===== src/rtl/hazard_ctrl_if.sv =====
// Bundle of decoded pipeline fields consumed by hazard_ctrl and the controls it returns.
// master: datapath side driving the *_i fields; slave: the hazard controller.
`default_nettype none

interface hazard_ctrl_if;
  logic       valid_id_i;
  logic [4:0] rs_id_i;
  logic [4:0] rt_id_i;
  logic       use_rs_id_i;
  logic       use_rt_id_i;
  logic       md_start_id_i;
  logic       md_use_id_i;
  logic       valid_ex_i;
  logic       reg_wr_ex_i;
  logic       mem_to_reg_ex_i;
  logic [4:0] dst_ex_i;
  logic [4:0] rs_ex_i;
  logic [4:0] rt_ex_i;
  logic       brn_taken_ex_i;
  logic       jump_ex_i;
  logic       reg_wr_mem_i;
  logic [4:0] dst_mem_i;
  logic       reg_wr_wb_i;
  logic [4:0] dst_wb_i;
  logic       stall_if_o;
  logic       stall_id_o;
  logic       clr_id_o;
  logic       clr_ex_o;
  logic [1:0] fwd_a_ex_o;
  logic [1:0] fwd_b_ex_o;
  logic       md_busy_o;

  modport master (
    output valid_id_i, rs_id_i, rt_id_i, use_rs_id_i, use_rt_id_i,
           md_start_id_i, md_use_id_i, valid_ex_i, reg_wr_ex_i,
           mem_to_reg_ex_i, dst_ex_i, rs_ex_i, rt_ex_i, brn_taken_ex_i,
           jump_ex_i, reg_wr_mem_i, dst_mem_i, reg_wr_wb_i, dst_wb_i,
    input  stall_if_o, stall_id_o, clr_id_o, clr_ex_o, fwd_a_ex_o,
           fwd_b_ex_o, md_busy_o
  );

  modport slave (
    input  valid_id_i, rs_id_i, rt_id_i, use_rs_id_i, use_rt_id_i,
           md_start_id_i, md_use_id_i, valid_ex_i, reg_wr_ex_i,
           mem_to_reg_ex_i, dst_ex_i, rs_ex_i, rt_ex_i, brn_taken_ex_i,
           jump_ex_i, reg_wr_mem_i, dst_mem_i, reg_wr_wb_i, dst_wb_i,
    output stall_if_o, stall_id_o, clr_id_o, clr_ex_o, fwd_a_ex_o,
           fwd_b_ex_o, md_busy_o
  );
endinterface

`default_nettype wire


===== src/rtl/hazard_ctrl.sv =====
// hazard_ctrl: stall/flush/forwarding control and mul/div busy sequencer for a 5-stage MIPS.
// Option macro HAZARD_FWD_EN enables EX operand forwarding. Revision 1.0.
`default_nettype none

module hazard_ctrl #(
  parameter int MD_LATENCY = 32,
  parameter int MD_CNT_W   = 6
) (
  input  logic         clk,
  input  logic         reset,
  hazard_ctrl_if.slave hz
);

  typedef enum logic [0:0] {
    ST_RUN     = 1'b0,
    ST_MD_WAIT = 1'b1
  } state_t;

  logic [MD_CNT_W-1:0] r_cnt;
  logic [MD_CNT_W-1:0] w_cnt_nxt;
  state_t              w_state;
  logic                w_busy;
  logic                w_redirect;
  logic                w_rs_ex;
  logic                w_rt_ex;
  logic                w_raw_ex;
  logic                w_raw_mem;
  logic                w_load_use;
  logic                w_md_haz;
  logic                w_hold;
  logic                w_accept;
  logic [1:0]          w_fwd_a;
  logic [1:0]          w_fwd_b;

  // The HI/LO counter is the only state; the FSM state is a view of it.
  always_ff @(posedge clk or posedge reset) begin
    if (reset) r_cnt <= '0;
    else       r_cnt <= w_cnt_nxt;
  end

  assign w_state = (r_cnt != '0) ? ST_MD_WAIT : ST_RUN;
  assign w_busy  = (w_state == ST_MD_WAIT);

  assign w_redirect = hz.valid_ex_i & (hz.brn_taken_ex_i | hz.jump_ex_i);

  assign w_rs_ex = hz.valid_id_i & hz.use_rs_id_i & (hz.rs_id_i != 5'd0) &
                   hz.reg_wr_ex_i & (hz.rs_id_i == hz.dst_ex_i);
  assign w_rt_ex = hz.valid_id_i & hz.use_rt_id_i & (hz.rt_id_i != 5'd0) &
                   hz.reg_wr_ex_i & (hz.rt_id_i == hz.dst_ex_i);
  assign w_raw_ex = hz.valid_ex_i & (w_rs_ex | w_rt_ex);

  assign w_raw_mem = hz.valid_id_i & hz.reg_wr_mem_i & (hz.dst_mem_i != 5'd0) &
                     ((hz.use_rs_id_i & (hz.rs_id_i == hz.dst_mem_i)) |
                      (hz.use_rt_id_i & (hz.rt_id_i == hz.dst_mem_i)));

  assign w_load_use = hz.mem_to_reg_ex_i & w_raw_ex;
  assign w_md_haz   = w_busy & hz.valid_id_i & hz.md_use_id_i;

`ifdef HAZARD_FWD_EN
  assign w_hold = w_load_use | w_md_haz;

  function automatic logic [1:0] fwd_sel(
    input logic [4:0] src,
    input logic       wr_mem,
    input logic [4:0] d_mem,
    input logic       wr_wb,
    input logic [4:0] d_wb
  );
    logic [1:0] sel;
    sel = 2'b00;
    if (src != 5'd0) begin
      if (wr_mem && (d_mem == src))    sel = 2'b10;
      else if (wr_wb && (d_wb == src)) sel = 2'b01;
    end
    return sel;
  endfunction

  assign w_fwd_a = fwd_sel(hz.rs_ex_i, hz.reg_wr_mem_i, hz.dst_mem_i,
                           hz.reg_wr_wb_i, hz.dst_wb_i);
  assign w_fwd_b = fwd_sel(hz.rt_ex_i, hz.reg_wr_mem_i, hz.dst_mem_i,
                           hz.reg_wr_wb_i, hz.dst_wb_i);
`else
  // Without bypass paths every EX/MEM producer must drain first; WB relies on write-before-read.
  assign w_hold  = w_load_use | w_md_haz | w_raw_ex | w_raw_mem;
  assign w_fwd_a = 2'b00;
  assign w_fwd_b = 2'b00;
`endif

  // md_start without md_use is not a real HI/LO op, so it never loads the counter.
  assign w_accept = hz.md_start_id_i & hz.md_use_id_i & hz.valid_id_i &
                    ~w_hold & ~w_redirect;

  always_comb begin
    w_cnt_nxt     = r_cnt;
    hz.stall_if_o = 1'b0;
    hz.stall_id_o = 1'b0;
    hz.clr_id_o   = 1'b0;
    hz.clr_ex_o   = 1'b0;
    hz.fwd_a_ex_o = 2'b00;
    hz.fwd_b_ex_o = 2'b00;
    hz.md_busy_o  = 1'b0;

    if (w_accept)    w_cnt_nxt = MD_CNT_W'(MD_LATENCY);
    else if (w_busy) w_cnt_nxt = r_cnt - MD_CNT_W'(1);

    if (!reset) begin
      hz.md_busy_o  = w_busy;
      hz.fwd_a_ex_o = w_fwd_a;
      hz.fwd_b_ex_o = w_fwd_b;
      if (w_redirect) begin
        hz.clr_id_o = 1'b1;
        hz.clr_ex_o = 1'b1;
      end else if (w_hold) begin
        hz.stall_if_o = 1'b1;
        hz.stall_id_o = 1'b1;
        hz.clr_ex_o   = 1'b1;
      end
    end
  end

endmodule

`default_nettype wire


===== src/flat_wrapper.sv =====
// flat-port wrapper written by rule: the top's interface ports become plain ports
module hazard_ctrl_flat 
#(
  parameter int MD_LATENCY = 32,
  parameter int MD_CNT_W   = 6
)
  (clk, reset, hz_valid_id_i, hz_rs_id_i, hz_rt_id_i, hz_use_rs_id_i, hz_use_rt_id_i, hz_md_start_id_i, hz_md_use_id_i, hz_valid_ex_i, hz_reg_wr_ex_i, hz_mem_to_reg_ex_i, hz_dst_ex_i, hz_rs_ex_i, hz_rt_ex_i, hz_brn_taken_ex_i, hz_jump_ex_i, hz_reg_wr_mem_i, hz_dst_mem_i, hz_reg_wr_wb_i, hz_dst_wb_i, hz_stall_if_o, hz_stall_id_o, hz_clr_id_o, hz_clr_ex_o, hz_fwd_a_ex_o, hz_fwd_b_ex_o, hz_md_busy_o);
  hazard_ctrl_if hz_i ();
  input  logic clk;
  input  logic reset;
  input wire logic [$bits(hz_i.valid_id_i)-1:0] hz_valid_id_i;
  input wire logic [$bits(hz_i.rs_id_i)-1:0] hz_rs_id_i;
  input wire logic [$bits(hz_i.rt_id_i)-1:0] hz_rt_id_i;
  input wire logic [$bits(hz_i.use_rs_id_i)-1:0] hz_use_rs_id_i;
  input wire logic [$bits(hz_i.use_rt_id_i)-1:0] hz_use_rt_id_i;
  input wire logic [$bits(hz_i.md_start_id_i)-1:0] hz_md_start_id_i;
  input wire logic [$bits(hz_i.md_use_id_i)-1:0] hz_md_use_id_i;
  input wire logic [$bits(hz_i.valid_ex_i)-1:0] hz_valid_ex_i;
  input wire logic [$bits(hz_i.reg_wr_ex_i)-1:0] hz_reg_wr_ex_i;
  input wire logic [$bits(hz_i.mem_to_reg_ex_i)-1:0] hz_mem_to_reg_ex_i;
  input wire logic [$bits(hz_i.dst_ex_i)-1:0] hz_dst_ex_i;
  input wire logic [$bits(hz_i.rs_ex_i)-1:0] hz_rs_ex_i;
  input wire logic [$bits(hz_i.rt_ex_i)-1:0] hz_rt_ex_i;
  input wire logic [$bits(hz_i.brn_taken_ex_i)-1:0] hz_brn_taken_ex_i;
  input wire logic [$bits(hz_i.jump_ex_i)-1:0] hz_jump_ex_i;
  input wire logic [$bits(hz_i.reg_wr_mem_i)-1:0] hz_reg_wr_mem_i;
  input wire logic [$bits(hz_i.dst_mem_i)-1:0] hz_dst_mem_i;
  input wire logic [$bits(hz_i.reg_wr_wb_i)-1:0] hz_reg_wr_wb_i;
  input wire logic [$bits(hz_i.dst_wb_i)-1:0] hz_dst_wb_i;
  output wire logic [$bits(hz_i.stall_if_o)-1:0] hz_stall_if_o;
  output wire logic [$bits(hz_i.stall_id_o)-1:0] hz_stall_id_o;
  output wire logic [$bits(hz_i.clr_id_o)-1:0] hz_clr_id_o;
  output wire logic [$bits(hz_i.clr_ex_o)-1:0] hz_clr_ex_o;
  output wire logic [$bits(hz_i.fwd_a_ex_o)-1:0] hz_fwd_a_ex_o;
  output wire logic [$bits(hz_i.fwd_b_ex_o)-1:0] hz_fwd_b_ex_o;
  output wire logic [$bits(hz_i.md_busy_o)-1:0] hz_md_busy_o;
  assign hz_i.valid_id_i = hz_valid_id_i;
  assign hz_i.rs_id_i = hz_rs_id_i;
  assign hz_i.rt_id_i = hz_rt_id_i;
  assign hz_i.use_rs_id_i = hz_use_rs_id_i;
  assign hz_i.use_rt_id_i = hz_use_rt_id_i;
  assign hz_i.md_start_id_i = hz_md_start_id_i;
  assign hz_i.md_use_id_i = hz_md_use_id_i;
  assign hz_i.valid_ex_i = hz_valid_ex_i;
  assign hz_i.reg_wr_ex_i = hz_reg_wr_ex_i;
  assign hz_i.mem_to_reg_ex_i = hz_mem_to_reg_ex_i;
  assign hz_i.dst_ex_i = hz_dst_ex_i;
  assign hz_i.rs_ex_i = hz_rs_ex_i;
  assign hz_i.rt_ex_i = hz_rt_ex_i;
  assign hz_i.brn_taken_ex_i = hz_brn_taken_ex_i;
  assign hz_i.jump_ex_i = hz_jump_ex_i;
  assign hz_i.reg_wr_mem_i = hz_reg_wr_mem_i;
  assign hz_i.dst_mem_i = hz_dst_mem_i;
  assign hz_i.reg_wr_wb_i = hz_reg_wr_wb_i;
  assign hz_i.dst_wb_i = hz_dst_wb_i;
  assign hz_stall_if_o = hz_i.stall_if_o;
  assign hz_stall_id_o = hz_i.stall_id_o;
  assign hz_clr_id_o = hz_i.clr_id_o;
  assign hz_clr_ex_o = hz_i.clr_ex_o;
  assign hz_fwd_a_ex_o = hz_i.fwd_a_ex_o;
  assign hz_fwd_b_ex_o = hz_i.fwd_b_ex_o;
  assign hz_md_busy_o = hz_i.md_busy_o;
  hazard_ctrl #(.MD_LATENCY(MD_LATENCY), .MD_CNT_W(MD_CNT_W)) u_core (.clk(clk), .reset(reset), .hz(hz_i));
endmodule

===== config.mk =====
export PLATFORM = sky130hd
export DESIGN_NAME = hazard_ctrl_flat
export DESIGN_NICKNAME = d
export VERILOG_FILES = /design/src/rtl/hazard_ctrl_if.sv /design/src/rtl/hazard_ctrl.sv /design/src/flat_wrapper.sv
export SDC_FILE = /design/constraint.sdc
export NUM_CORES = 1
export LEC_CHECK = 0
export CORE_UTILIZATION = 26
export CTS_CLUSTER_SIZE = 16
export DETAILED_ROUTE_END_ITERATION = 12
export GPL_ROUTABILITY_DRIVEN = 1
export HOLD_SLACK_MARGIN = 0.06
export PLACE_DENSITY = 0.77
export SETUP_SLACK_MARGIN = 0.4
export SLEW_MARGIN = 15
export SYNTH_ARGS = -nofsm -noshare
export SYNTH_HDL_FRONTEND = slang
export SYNTH_SLANG_ARGS = --single-unit

===== constraint.sdc =====
create_clock -name clk -period 2.2 [get_ports clk]
set_input_delay 0.22 -clock clk [delete_from_list [all_inputs] [get_ports clk]]
set_output_delay 0.22 -clock clk [all_outputs]
set_load 0.01 [all_outputs]

# --- After elaboration in Yosys (flattened, before gate mapping) ---
# Cells that the tools add are included.
word_totals:
  regBits: 6
  input_bits: 49
  output_inout_bits: 9
  wordCells: 52
op_classes:
  n_addsub: 1
  eq_ne: 4
  n_mux: 11
  n_bitwise: 30
  n_reduce_logical: 5
ops:
  columns: ["cell", "n"]
  rows:
  - ["1-bit AND", 22]
  - ["5-bit equality test", 4]
  - ["5-bit nonzero test", 3]
  - ["6-bit 2-to-1 mux", 2]
  - ["1-bit 2-to-1 mux", 9]
  - ["1-bit OR", 6]
  - ["6-bit nonzero test", 1]
  - ["6-bit by 1-bit subtractor with 6-bit output, second input constant", 1]
  - ["1-bit inverter", 2]
  - ["2-bit nonzero test", 1]

# --- Depth between registers and ports, before layout ---
# Gate-level depths: netlist of the first run.
depth:
  ltp_word: 14
  ltp_mapped: 7
  depth_no_buf: 7

# --- Worst setup path after synthesis of the first run ---
# No wires, ideal clock.
synth_timing:
  path_kind: "input to output"
  startpoint: "in hz_dst_mem_i[1]"
  endpoint: "out hz_stall_if_o"
  arrival_time_ns: 1.496
  t_required_ns: 1.980
  path_slack_ns: 0.484
  path_stages: 5
  path_buffers: 1
  path_cell_list: "or3_1 > o311a_1 > a211oi_1 > a21oi_1 > buf_4"
synth_between:
  elab_chain_len: 8
  elab_cells_between_ends: 12
  classes_between: "eq/ne: 2; mux: 3; bitwise: 6; reduce/logical: 1"
synth_lines:
  columns: ["item", "line_no", "text"]
  rows:
  - ["from (decl)", "flat_wrapper.sv:27", "input wire logic [$bits(hz_i.dst_mem_i)-1:0] hz_dst_mem_i;"]
  - ["5-bit equality test (on tied branches)", "hazard_ctrl.sv:53, hazard_ctrl.sv:54", null]
  - ["1-bit AND (on tied branches)", "hazard_ctrl.sv:53, hazard_ctrl.sv:54", null]
  - ["1-bit OR", "hazard_ctrl.sv:53", "((hz.use_rs_id_i & (hz.rs_id_i == hz.dst_mem_i)) |"]
  - ["1-bit AND (*)", "hazard_ctrl.sv:52", "assign w_raw_mem = hz.valid_id_i & hz.reg_wr_mem_i & (hz.dst_mem_i != 5'd0) &"]
  - ["1-bit OR (*)", "hazard_ctrl.sv:84", "assign w_hold = w_load_use | w_md_haz | w_raw_ex | w_raw_mem;"]
  - ["1-bit 2-to-1 mux (*) (3 in a row)", null, null]
  - ["to (decl)", "flat_wrapper.sv:30", "output wire logic [$bits(hz_i.stall_if_o)-1:0] hz_stall_if_o;"]
# Every way passes the cells marked *; elsewhere a longest branch is shown, timed or not.

# --- Worst setup path after layout of the first run ---
layout_timing:
  startpoint: "in hz_dst_mem_i[1]"
  endpoint: "out hz_clr_ex_o"
layout_between:
  elab_chain_len: 8
  elab_cells_between_ends: 12
  classes_between: "eq/ne: 2; mux: 3; bitwise: 6; reduce/logical: 1"
layout_lines:
  columns: ["item", "line_no", "text"]
  rows:
  - ["5-bit equality test (on tied branches)", "hazard_ctrl.sv:53, hazard_ctrl.sv:54", null]
  - ["1-bit AND (on tied branches)", "hazard_ctrl.sv:53, hazard_ctrl.sv:54", null]
  - ["1-bit OR", "hazard_ctrl.sv:53", null]
  - ["1-bit AND (*)", "hazard_ctrl.sv:52", null]
  - ["1-bit OR (*)", "hazard_ctrl.sv:84", null]
  - ["1-bit 2-to-1 mux (*)", "hazard_ctrl.sv:113", "end else if (w_hold) begin"]
  - ["1-bit 2-to-1 mux (*)", "hazard_ctrl.sv:110", "if (w_redirect) begin"]
  - ["1-bit 2-to-1 mux (*)", "hazard_ctrl.sv:106", "if (!reset) begin"]
  - ["to (decl)", "flat_wrapper.sv:33", "output wire logic [$bits(hz_i.clr_ex_o)-1:0] hz_clr_ex_o;"]
# Marks and branches as above.

==> results.json, run 1 <==
{
  "status": "complete, no violations",
  "ant_nets": 0,
  "multi_input_area_um2": 574,
  "grt_antenna_before_repair": 0,
  "yosysTopAreaCell": "xnor2_1",
  "clk_path_buf_depth": 2,
  "max-cap-violations": 0,
  "period_needed_ns": 1.74,
  "die_w_um": 53.2,
  "netlist_area_um2": 682,
  "maxSlewViolCount": 0,
  "setup_violations": 0,
  "remaining_drc_errors": 0,
  "track_usage_pct": 17.1,
  "grt_pass1_wl_mm": 3.42,
  "wire_per_inst_um": 12.8,
  "cts_sinks": 6,
  "synthDistinctLibCells": 29,
  "initialDrtViolationCount": 7,
  "cts_max_level": 1,
  "cts-hold-fix-buffers": 0,
  "fmax_mhz": 576,
  "hold_class": "in2async",
  "ys_warn_count": 0,
  "cts_tree": "yes",
  "syn_area_per_cell_um2": 8.02,
  "worstPathArrival_ns": 1.52,
  "grt_max_degree": 7,
  "gp_congestion": 0.822,
  "fin_crit_sh_pct": 78.9,
  "synthDominantCellAreaShare_pct": 23.1,
  "grt_pass1_vias": 846,
  "cts-buffers-inserted": 3,
  "cp_num_buf_inv": 2,
  "end_kind": "primary output",
  "fin_tns_setup_ns": 0,
  "crit_fanout": 2,
  "reg_top3": "u_core.r_cnt (6)",
  "firstDrtPassIters": 4,
  "initial_core_util_pct": 27.5,
  "final_util_pct": 50.7,
  "critical_path_required_ns": 1.98,
  "critPathSlowestCell": "or3_1",
  "io_pins": 58,
  "fillers": 255,
  "crit_family": "compound AO/OA/AOI/OAI gates",
  "ff_latch_area_um2": 150,
  "dieArea_um2": 2830,
  "final.hold.worst_slack_ns": 0.349,
  "grt_remaining_overflow": 0,
  "largest_register_ffs": 6,
  "synthTopCellsByArea": "xnor2_1 (23%), dfrtp_1 (22%), buf_4 (5.5%), nand2_1 (4.4%), ha_1 (3.7%)",
  "ys_ff_latch": 6,
  "crit_path_start_kind": "input pin",
  "reg2reg_depth": 7,
  "drt-total-wl_mm": 2.25,
  "largest_register": "u_core.r_cnt",
  "path_depth": 6,
  "viasPerCell": 4.93,
  "diodes": 0,
  "hold_violations": 0,
  "path_clk_slew_ns": 0.05,
  "worstSetupPathType": "in2out",
  "yosysSeqAreaShare_pct": 22.0,
  "rows": 18,
  "worstSkewPairLatency_ns": 0.25,
  "cts_root_buf": "clkbuf_4",
  "power_density_nw_per_um2": 614,
  "ir_drop_mv": 0.464,
  "rsz0062_at_grt": "no",
  "numPortBuffers": 36,
  "p_leak_uw": 0.000574,
  "syn_inst": 85,
  "fin_skew_ns": 0.00100,
  "drive_above_1_share_pct": 40.0,
  "hpwl_mm": 1.71,
  "die-height_um": 53.2,
  "path_cells": "buf_6 > or3_1 > o311a_1 > a211oi_2 > a31oi_1 > buf_2",
  "fin_nets": 198,
  "critPathMaxStageDelay_ns": 0.35,
  "area_growth_pct": 84.2,
  "vias": 862,
  "core_area_um2": 2480
}
-- cells in the mapped netlist --
master,instances
a2111oi_2,1
a211o_1,1
a211oi_1,3
a21o_1,1
a21oi_1,1
a31oi_1,1
and2_1,1
and3_1,2
buf_4,5
conb_1,1
dfrtp_1,6
ha_1,2
inv_1,4
mux2i_1,1
nand2_1,8
nand3_1,3
nand4_1,4
nor2_1,6
nor2b_1,1
nor3_1,3
nor4_1,2
nor4b_1,1
o21ai_0,3
o22ai_1,1
o311a_1,1
o41ai_1,1
or3_1,1
xnor2_1,18
xor2_1,2
-- placed cells by master (no fill, tap or decap), types with 2 or more instances in the layout --
master	instances
buf_4	23
xnor2_1	17
dlygate4sd2_1	10
clkdlybuf4s50_1	9
clkbuf_2	8
nand2_1	7
nor2_1	6
dfrtp_1	6
buf_2	5
nand4_1	4
conb_1	4
clkbuf_4	3
clkdlybuf4s15_1	3
inv_2	2
nand3_1	2
nor3_1	2
inv_1	2
xor2_1	2
nor4_1	2
o21ai_1	2
a211oi_2	2
-- layer usage --
| metal | up-vias | part of all wire (%) | wire length [um] | track usage (%) |
|---|---|---|---|---|
| li1 | 415 | - | - | - |
| met1 | 395 | 36 | 816 | 16.0 |
| met3 | 10 | 5.5 | 123 | 2.59 |
| met4 | 0 | 4.7 | 106 | 13.6 |
| met2 | 42 | 53 | 1200 | 32.1 |
| met5 | - | 0 | 0 | 0 |
-- area by class of cell --
class                           count  share of cell area, %
Sequential cell                     6                   12.0
Tap cell                           30                   2.99
Timing Repair Buffer               59                   36.4
Clock buffer                        3                   1.79
Multi-Input combinational cell     73                   45.7
Inverter                            4                   1.20
-- report_power, final --
group	internal, uW	total (uW)	leakage, uW	switching, uW
Sequential	169	228	0.0000717	58.5
Combinational	250	437	0.000489	188
Clock	62.0	106	0.0000138	43.6
-- repair_timing --
item,in CTS,in global routing
setup endpoints to repair,7,6
setup buffers,3,6
gates resized for setup,65,21
pin swaps,10,12
-- cell families after synthesis --
logic type	count (synthesis)	synth area share, %
AO/OA/AOI/OAI	14	15.4
XOR/XNOR	20	25.7
adder cells (fa/ha/maj)	2	3.67
buffers and inverters	9	7.71
flip-flops	6	22.0
multiplexers	1	1.47
other	1	0.550
AND/OR/NAND/NOR	32	23.5
-- worst paths after layout --
check,start,endpoint,slack (ns)
setup / recovery,hz_dst_mem_i[1],hz_clr_ex_o,0.46
hold / removal,reset,u_core.r_cnt[1],0.35
setup reg to reg,u_core.r_cnt[0],u_core.r_cnt[0],0.57
hold reg to reg,u_core.r_cnt[3],u_core.r_cnt[3],0.52
max in group asynchronous,reset,u_core.r_cnt[2],1.74
min in group clk,u_core.r_cnt[3],u_core.r_cnt[3],0.52
-- per-stage QoR --
step / total power (uW) / worst slack (ns) / std cells / instance area [um2]
after floorplan: 417 / 0.484 / 88 / 693
after global placement: 541 / -0.287 / 163 / 1160
after detailed placement: 554 / -0.317 / 163 / 1160
after CTS: 705 / 0.392 / 169 / 1230
after global routing: 829 / 0.374 / 175 / 1260
final: 771 / 0.463 / 175 / 1260
-- tightest hold or removal path: stages --
cell	delay [ns]
clkdlybuf4s50_1	0.46
inv_1	0.09
buf_4	0.15
(Power assumes the default switching activity.)
==> run 2: changes to the inputs <==
--- a/config.mk
+++ b/config.mk
@@ -10,7 +10,7 @@
 export DETAILED_ROUTE_END_ITERATION = 12
 export GPL_ROUTABILITY_DRIVEN = 1
 export HOLD_SLACK_MARGIN = 0.06
-export PLACE_DENSITY = 0.77
+export PLACE_DENSITY = 0.79
 export SETUP_SLACK_MARGIN = 0.4
 export SLEW_MARGIN = 15
 export SYNTH_ARGS = -nofsm -noshare
==> constraint.sdc (replaced) <==
create_clock -name clk -period 1.5 [get_ports clk]
set_input_delay 0.15 -clock clk [delete_from_list [all_inputs] [get_ports clk]]
set_output_delay 0.15 -clock clk [all_outputs]
set_load 0.01 [all_outputs]
==> results.json, run 2 (synthesis results as in run 1) <==
{
  "p_sw_uw": 603,
  "final_common_cell": "buf_4",
  "track_usage_pct": 19.4,
  "io_pins": 58,
  "multi_input_area_um2": 703,
  "worstSkewPairLatency_ns": 0.25,
  "fmax_mhz": 610,
  "p_int_uw": 1010,
  "die_w_um": 53.2,
  "ir_drop_mv": 1.35,
  "core_area_um2": 2480,
  "grt_max_degree": 7,
  "area_growth_pct": 123,
  "cts_root_buf": "clkbuf_4",
  "hold_violations": 0,
  "cts_tree": "yes",
  "fin_nets": 217,
  "status": "finished, violations left",
  "firstDrtPassIters": 4,
  "grt_pass1_wl_mm": 3.92,
  "cts_max_level": 1,
  "dieArea_um2": 2830,
  "viasPerCell": 4.95,
  "ff_latch_area_um2": 150,
  "worstPathArrival_ns": 1.49,
  "grt_antenna_before_repair": 0,
  "p_seq_share_pct": 19.7,
  "critical_path_required_ns": 1.35,
  "grt_pass1_vias": 942,
  "cts-buffers-inserted": 3,
  "largest_register_ffs": 6,
  "initial_core_util_pct": 27.5,
  "worst_slack_ns": -0.139,
  "reg2reg_depth": 8,
  "wire_per_inst_um": 14.6,
  "fin_skew_ns": 0.00421,
  "swShare_pct": 37.5,
  "final_cell_mix": "buf_4 (38), xnor2_1 (16), clkbuf_2 (13), dlygate4sd2_1 (7)",
  "drive_above_1_share_pct": 58.5,
  "fin_tns_setup_ns": -0.879,
  "die-height_um": 53.2,
  "drt-total-wl_mm": 2.83,
  "violations": "setup timing",
  "r2r_slack_ns": -0.12,
  "end_kind": "primary output",
  "fin_crit_sh_pct": 109,
  "grt_remaining_overflow": 0,
  "hpwl_mm": 1.97,
  "setup_violations": 8,
  "r2r-start": "u_core.r_cnt[0]",
  "max-cap-violations": 0,
  "period_needed_ns": 1.64,
  "clk_path_buf_depth": 2,
  "remaining_drc_errors": 0,
  "vias": 961,
  "crit_path_start_kind": "input pin",
  "final_util_pct": 61.4,
  "diodes": 0,
  "rows": 18,
  "numPortBuffers": 36,
  "p_leak_uw": 0.000717,
  "worst_r2r_endpoint": "u_core.r_cnt[0]",
  "crit_fanout": 2,
  "worstSetupPathType": "in2out",
  "fillers": 223,
  "power_density_nw_per_um2": 1060,
  "clkPwrFrac_pct": 9.8,
  "ant_nets": 0,
  "rsz0062_at_grt": "yes",
  "p_comb_share_pct": 70.5,
  "largest_register": "u_core.r_cnt",
  "maxSlewViolCount": 0,
  "gp_congestion": 0.868,
  "reg_top3": "u_core.r_cnt (6)",
  "cts_sinks": 6,
  "hold_class": "in2async",
  "path_clk_slew_ns": 0.05,
  "initialDrtViolationCount": 12
}
-- run 2: final cells by class --
cell class / instances / share of cell area (%)
timing repair buffer: 78 / 39.0
clock buffer: 3 / 1.48
tap: 30 / 2.47
multi-input combinational: 73 / 46.2
sequential: 6 / 9.87
inverter: 4 / 0.987
-- run 2: how the worst max path moves through the flow --
stage | startpoint | to
3_5_place_dp | hz_rt_id_i[2] | hz_stall_id_o
3_3_place_gp | hz_rt_id_i[1] | hz_clr_ex_o
5_1_grt | u_core.r_cnt[0] | u_core.r_cnt[0]
4_1_cts | hz_dst_mem_i[3] | hz_clr_ex_o
2_1_floorplan | hz_dst_mem_i[1] | hz_stall_if_o
6_report | hz_dst_mem_i[0] | hz_clr_ex_o
-- run 2: metal layers --
metal  share of wire (%)  track usage [%]
met1                  36             19.0
met2                  59             41.0
met3                 4.8             1.72
met4                0.32             5.26
met5                   0                0
-- run 2: stage by stage --
step / area (um2) / setup slack (ns) / total power [uW] / instances / hold WS, ns
floorplan: 748 / 0.0111 / 677 / 88 / -0.0509
global placement: 1340 / -0.847 / 1080 / 180 / 0.478
detailed placement: 1340 / -0.905 / 1120 / 180 / 0.489
CTS: 1460 / -0.207 / 1490 / 188 / 0.218
global route: 1520 / -0.196 / 1690 / 194 / 0.502
finish: 1520 / -0.139 / 1610 / 194 / 0.461
-- run 2: power by group through the flow --
| stage | Combinational, uW | Clock, uW | Sequential (uW) |
|---|---|---|---|
| floorplan | 364 | 0 | 314 |
| global placement | 779 | 0 | 299 |
| detailed placement | 818 | 0 | 305 |
| CTS | 1020 | 159 | 312 |
| global route | 1210 | 169 | 318 |
| finish | 1130 | 157 | 317 |
-- run 2: worst max-delay path: stages --
cell and delay [ns]:
buf_6 0.09, or3_4 0.37, o311a_4 0.34, a211oi_4 0.26
a31oi_1 0.12, buf_2 0.15
-- run 2: timing repair --
item,4_1_cts,5_1_grt
gates resized for setup,77,40
buffers inserted,5,5
pin swaps,19,22
hold buffers,0,1
endpoints found under the hold margin,0,6
endpoints found under the setup margin,11,11
==> run 3: changes to the inputs <==
--- a/config.mk
+++ b/config.mk
@@ -5,14 +5,16 @@
 export SDC_FILE = /design/constraint.sdc
 export NUM_CORES = 1
 export LEC_CHECK = 0
+export ABC_AREA = 1
 export CORE_UTILIZATION = 26
 export CTS_CLUSTER_SIZE = 16
 export DETAILED_ROUTE_END_ITERATION = 12
+export DONT_BUFFER_PORTS = 1
 export GPL_ROUTABILITY_DRIVEN = 1
 export HOLD_SLACK_MARGIN = 0.06
-export PLACE_DENSITY = 0.79
+export PLACE_DENSITY = 0.5
 export SETUP_SLACK_MARGIN = 0.4
-export SLEW_MARGIN = 15
+export SLEW_MARGIN = 20
 export SYNTH_ARGS = -nofsm -noshare
 export SYNTH_HDL_FRONTEND = slang
 export SYNTH_SLANG_ARGS = --single-unit
==> results.json, run 3 <==
{
  "status": "finished, violations left",
  "violations": "setup timing",
  "wire_per_inst_um": 10.9,
  "io_pins": 58,
  "max-cap-violations": 0,
  "ys_warn_count": 0,
  "grt_pass1_vias": 873,
  "period_needed_ns": 1.61,
  "setup_violations": 3,
  "clk_path_buf_depth": 2,
  "die_w_um": 60.5,
  "syn_inst": 165,
  "worstSetupPathType": "reg2out",
  "dieArea_um2": 3650,
  "crit_family": "simple AND/OR/NAND/NOR gates",
  "rsz0062_at_grt": "yes",
  "cts_max_level": 1,
  "cts_sinks": 6,
  "reg_top3": "u_core.r_cnt (6)",
  "drt-total-wl_mm": 2.37,
  "ys.flop_type": "dfrtp_1",
  "firstDrtPassIters": 4,
  "critPathSlowestCell": "dfrtp_1",
  "fin_nets": 227,
  "grt_antenna_before_repair": 0,
  "final_util_pct": 33.6,
  "synthArstFlopShare_pct": 100,
  "r2r_slack_ns": 0,
  "synth_edf_count": 0,
  "power_density_nw_per_um2": 1000,
  "fin_crit_sh_pct": 107,
  "syn_area_per_cell_um2": 5.38,
  "placed_area_um2": 952,
  "grt_remaining_overflow": 0,
  "hold_end": "u_core.r_cnt[5]",
  "yosysSeqAreaShare_pct": 16.9,
  "final_common_cell": "nand2_1",
  "hp-start": "hz_valid_ex_i",
  "ant_nets": 0,
  "path_cells": "inv_2 > ha_4 > inv_2 > nor2_2 > nand2_2 > nand3_2 > inv_2 > a21oi_4 > nand2_2 > nand2_4 > nor2_4",
  "worst_slack_ns": -0.111,
  "initial_core_util_pct": 28.2,
  "cts_tree": "yes",
  "cts_root_buf": "clkbuf_4",
  "ys_ff_latch": 6,
  "core_area_um2": 3150,
  "r2r-start": "u_core.r_cnt[0]",
  "initialDrtViolationCount": 22,
  "remaining_drc_errors": 0,
  "grt_pass1_wl_mm": 3.75,
  "hold_violations": 0,
  "ys_top_cells_by_count": "nand2_1 (60), inv_1 (31), nor2_1 (22)",
  "cts-buffers-inserted": 3,
  "ff_latch_area_um2": 150,
  "track_usage_pct": 13.8,
  "critPathMaxStageDelay_ns": 0.38,
  "die-height_um": 60.5,
  "area_growth_pct": 19.2,
  "fin_area_um2": 1060,
  "yosysTopAreaCell": "nand2_1",
  "grt_max_degree": 7,
  "vias": 918,
  "worstPathArrival_ns": 1.46,
  "path_clk_slew_ns": 0.04,
  "synthDominantCellAreaShare_pct": 25.4,
  "rows": 20,
  "maxSlewViolCount": 0,
  "crit_top_cell": "inv_2",
  "diodes": 0,
  "viasPerCell": 4.21,
  "ir_drop_mv": 0.418,
  "p_leak_uw": 0.000617,
  "cp_num_buf_inv": 3,
  "hold_class": "in2reg",
  "largest_register_ffs": 6,
  "reg2reg_depth": 13,
  "synthTopCellsByArea": "nand2_1 (25%), dfrtp_1 (17%), inv_1 (13%), nor2_1 (9.3%), xor2_1 (5.9%)",
  "drive_above_1_share_pct": 19.0,
  "synthMostInstantiatedCell": "nand2_1",
  "numPortBuffers": 0,
  "gp_congestion": 0.816,
  "end_kind": "primary output",
  "crit_fanout": 2,
  "synthDistinctLibCells": 22,
  "multi_input_area_um2": 628,
  "fillers": 366,
  "critical_path_required_ns": 1.35,
  "crit_path_start_kind": "flip-flop",
  "fmax_mhz": 621,
  "hpwl_mm": 1.90,
  "final_cell_mix": "nand2_1 (59), inv_1 (26), nor2_1 (21), inv_2 (9), nand3_1 (9)",
  "worstSkewPairLatency_ns": 0.24,
  "whs_path_depth": 3,
  "netlist_area_um2": 888,
  "largest_register": "u_core.r_cnt",
  "fin_skew_ns": 0.000754,
  "worst_r2r_endpoint": "u_core.r_cnt[1]"
}
==> run 3: changes by cell type after synthesis, moves of 2 or more <==
cell,before,now
nor2_1,6,22
inv_2,0,4
xnor2_1,18,0
a211oi_1,3,0
nand3_2,0,2
nand2_1,8,60
xor2_1,2,6
and3_1,2,0
nand3_1,3,9
nor3_1,3,0
nand2_2,0,4
inv_1,4,31
nor4_1,2,0
==> run 3: repair_timing <==
action,in CTS,in global routing
gates resized for setup,8,1
buffers inserted,4,1
endpoints found under the setup margin,10,10
pin swaps,7,2
hold buffers,1,0
endpoints found under the hold margin,6,0
==> run 3: how the worst max path moves through the flow <==
| stage | slack, ns | endpoint | cells past startpoint | from |
|---|---|---|---|---|
| 3_5_place_dp | 0.03 | hz_clr_ex_o | 11 | u_core.r_cnt[1] |
| 2_1_floorplan | -0.005 | hz_stall_if_o | 12 | u_core.r_cnt[0] |
| 3_3_place_gp | 0.05 | hz_clr_ex_o | 11 | u_core.r_cnt[1] |
| 5_1_grt | -0.21 | hz_clr_ex_o | 11 | u_core.r_cnt[0] |
| 6_report | -0.11 | hz_stall_id_o | 11 | u_core.r_cnt[0] |
| 4_1_cts | -0.13 | hz_stall_id_o | 11 | u_core.r_cnt[0] |
==> run 3: routing by layer <==
layer	share of wire, %	up-vias	track usage (%)
met5	0	-	0
met4	0	0	0.974
met3	9.4	0	6.82
met2	44	30	22.0
met1	46	392	17.8
li1	-	496	-
==> run 3: cell type report <==
type,count,area share (%)
Multi-Input combinational cell,121,59.3
Sequential cell,6,14.2
Inverter,36,12.9
Timing Repair Buffer,8,6.26
Tap cell,44,5.20
Clock buffer,3,2.13
==> run 3: cells by family after synthesis <==
| family | synth area share [%] |
|---|---|
| XOR/XNOR | 5.92 |
| buffers and inverters | 19.6 |
| adder cells (fa/ha/maj) | 2.82 |
| AO/OA/AOI/OAI | 4.79 |
| flip-flops | 16.9 |
| AND/OR/NAND/NOR | 49.6 |
| other | 0.422 |
==> run 3: through the flow <==
stage	setup TNS, ns	std cells	total power, uW	hold WS [ns]	setup slack, ns
floorplan	-0.00510	168	711	-0.0351	-0.00510
global placement	0	209	782	0.00184	0.0507
detailed placement	0	209	794	0.00543	0.0349
CTS	-0.378	217	1060	0.144	-0.126
global route	-0.830	218	1180	0.165	-0.206
finish	-0.332	218	1060	0.168	-0.111
==> run 3: worst min-delay path, cell delays in order <==
cell     delay (ns)
nand2_2        0.07
nand3_4        0.10
o21ai_1        0.06
==> run 3: power breakdown <==
part | switching (uW) | internal (uW)
Sequential | 73.5 | 251
Combinational | 308 | 280
Clock | 59.7 | 90.6
Total | 441 | 621
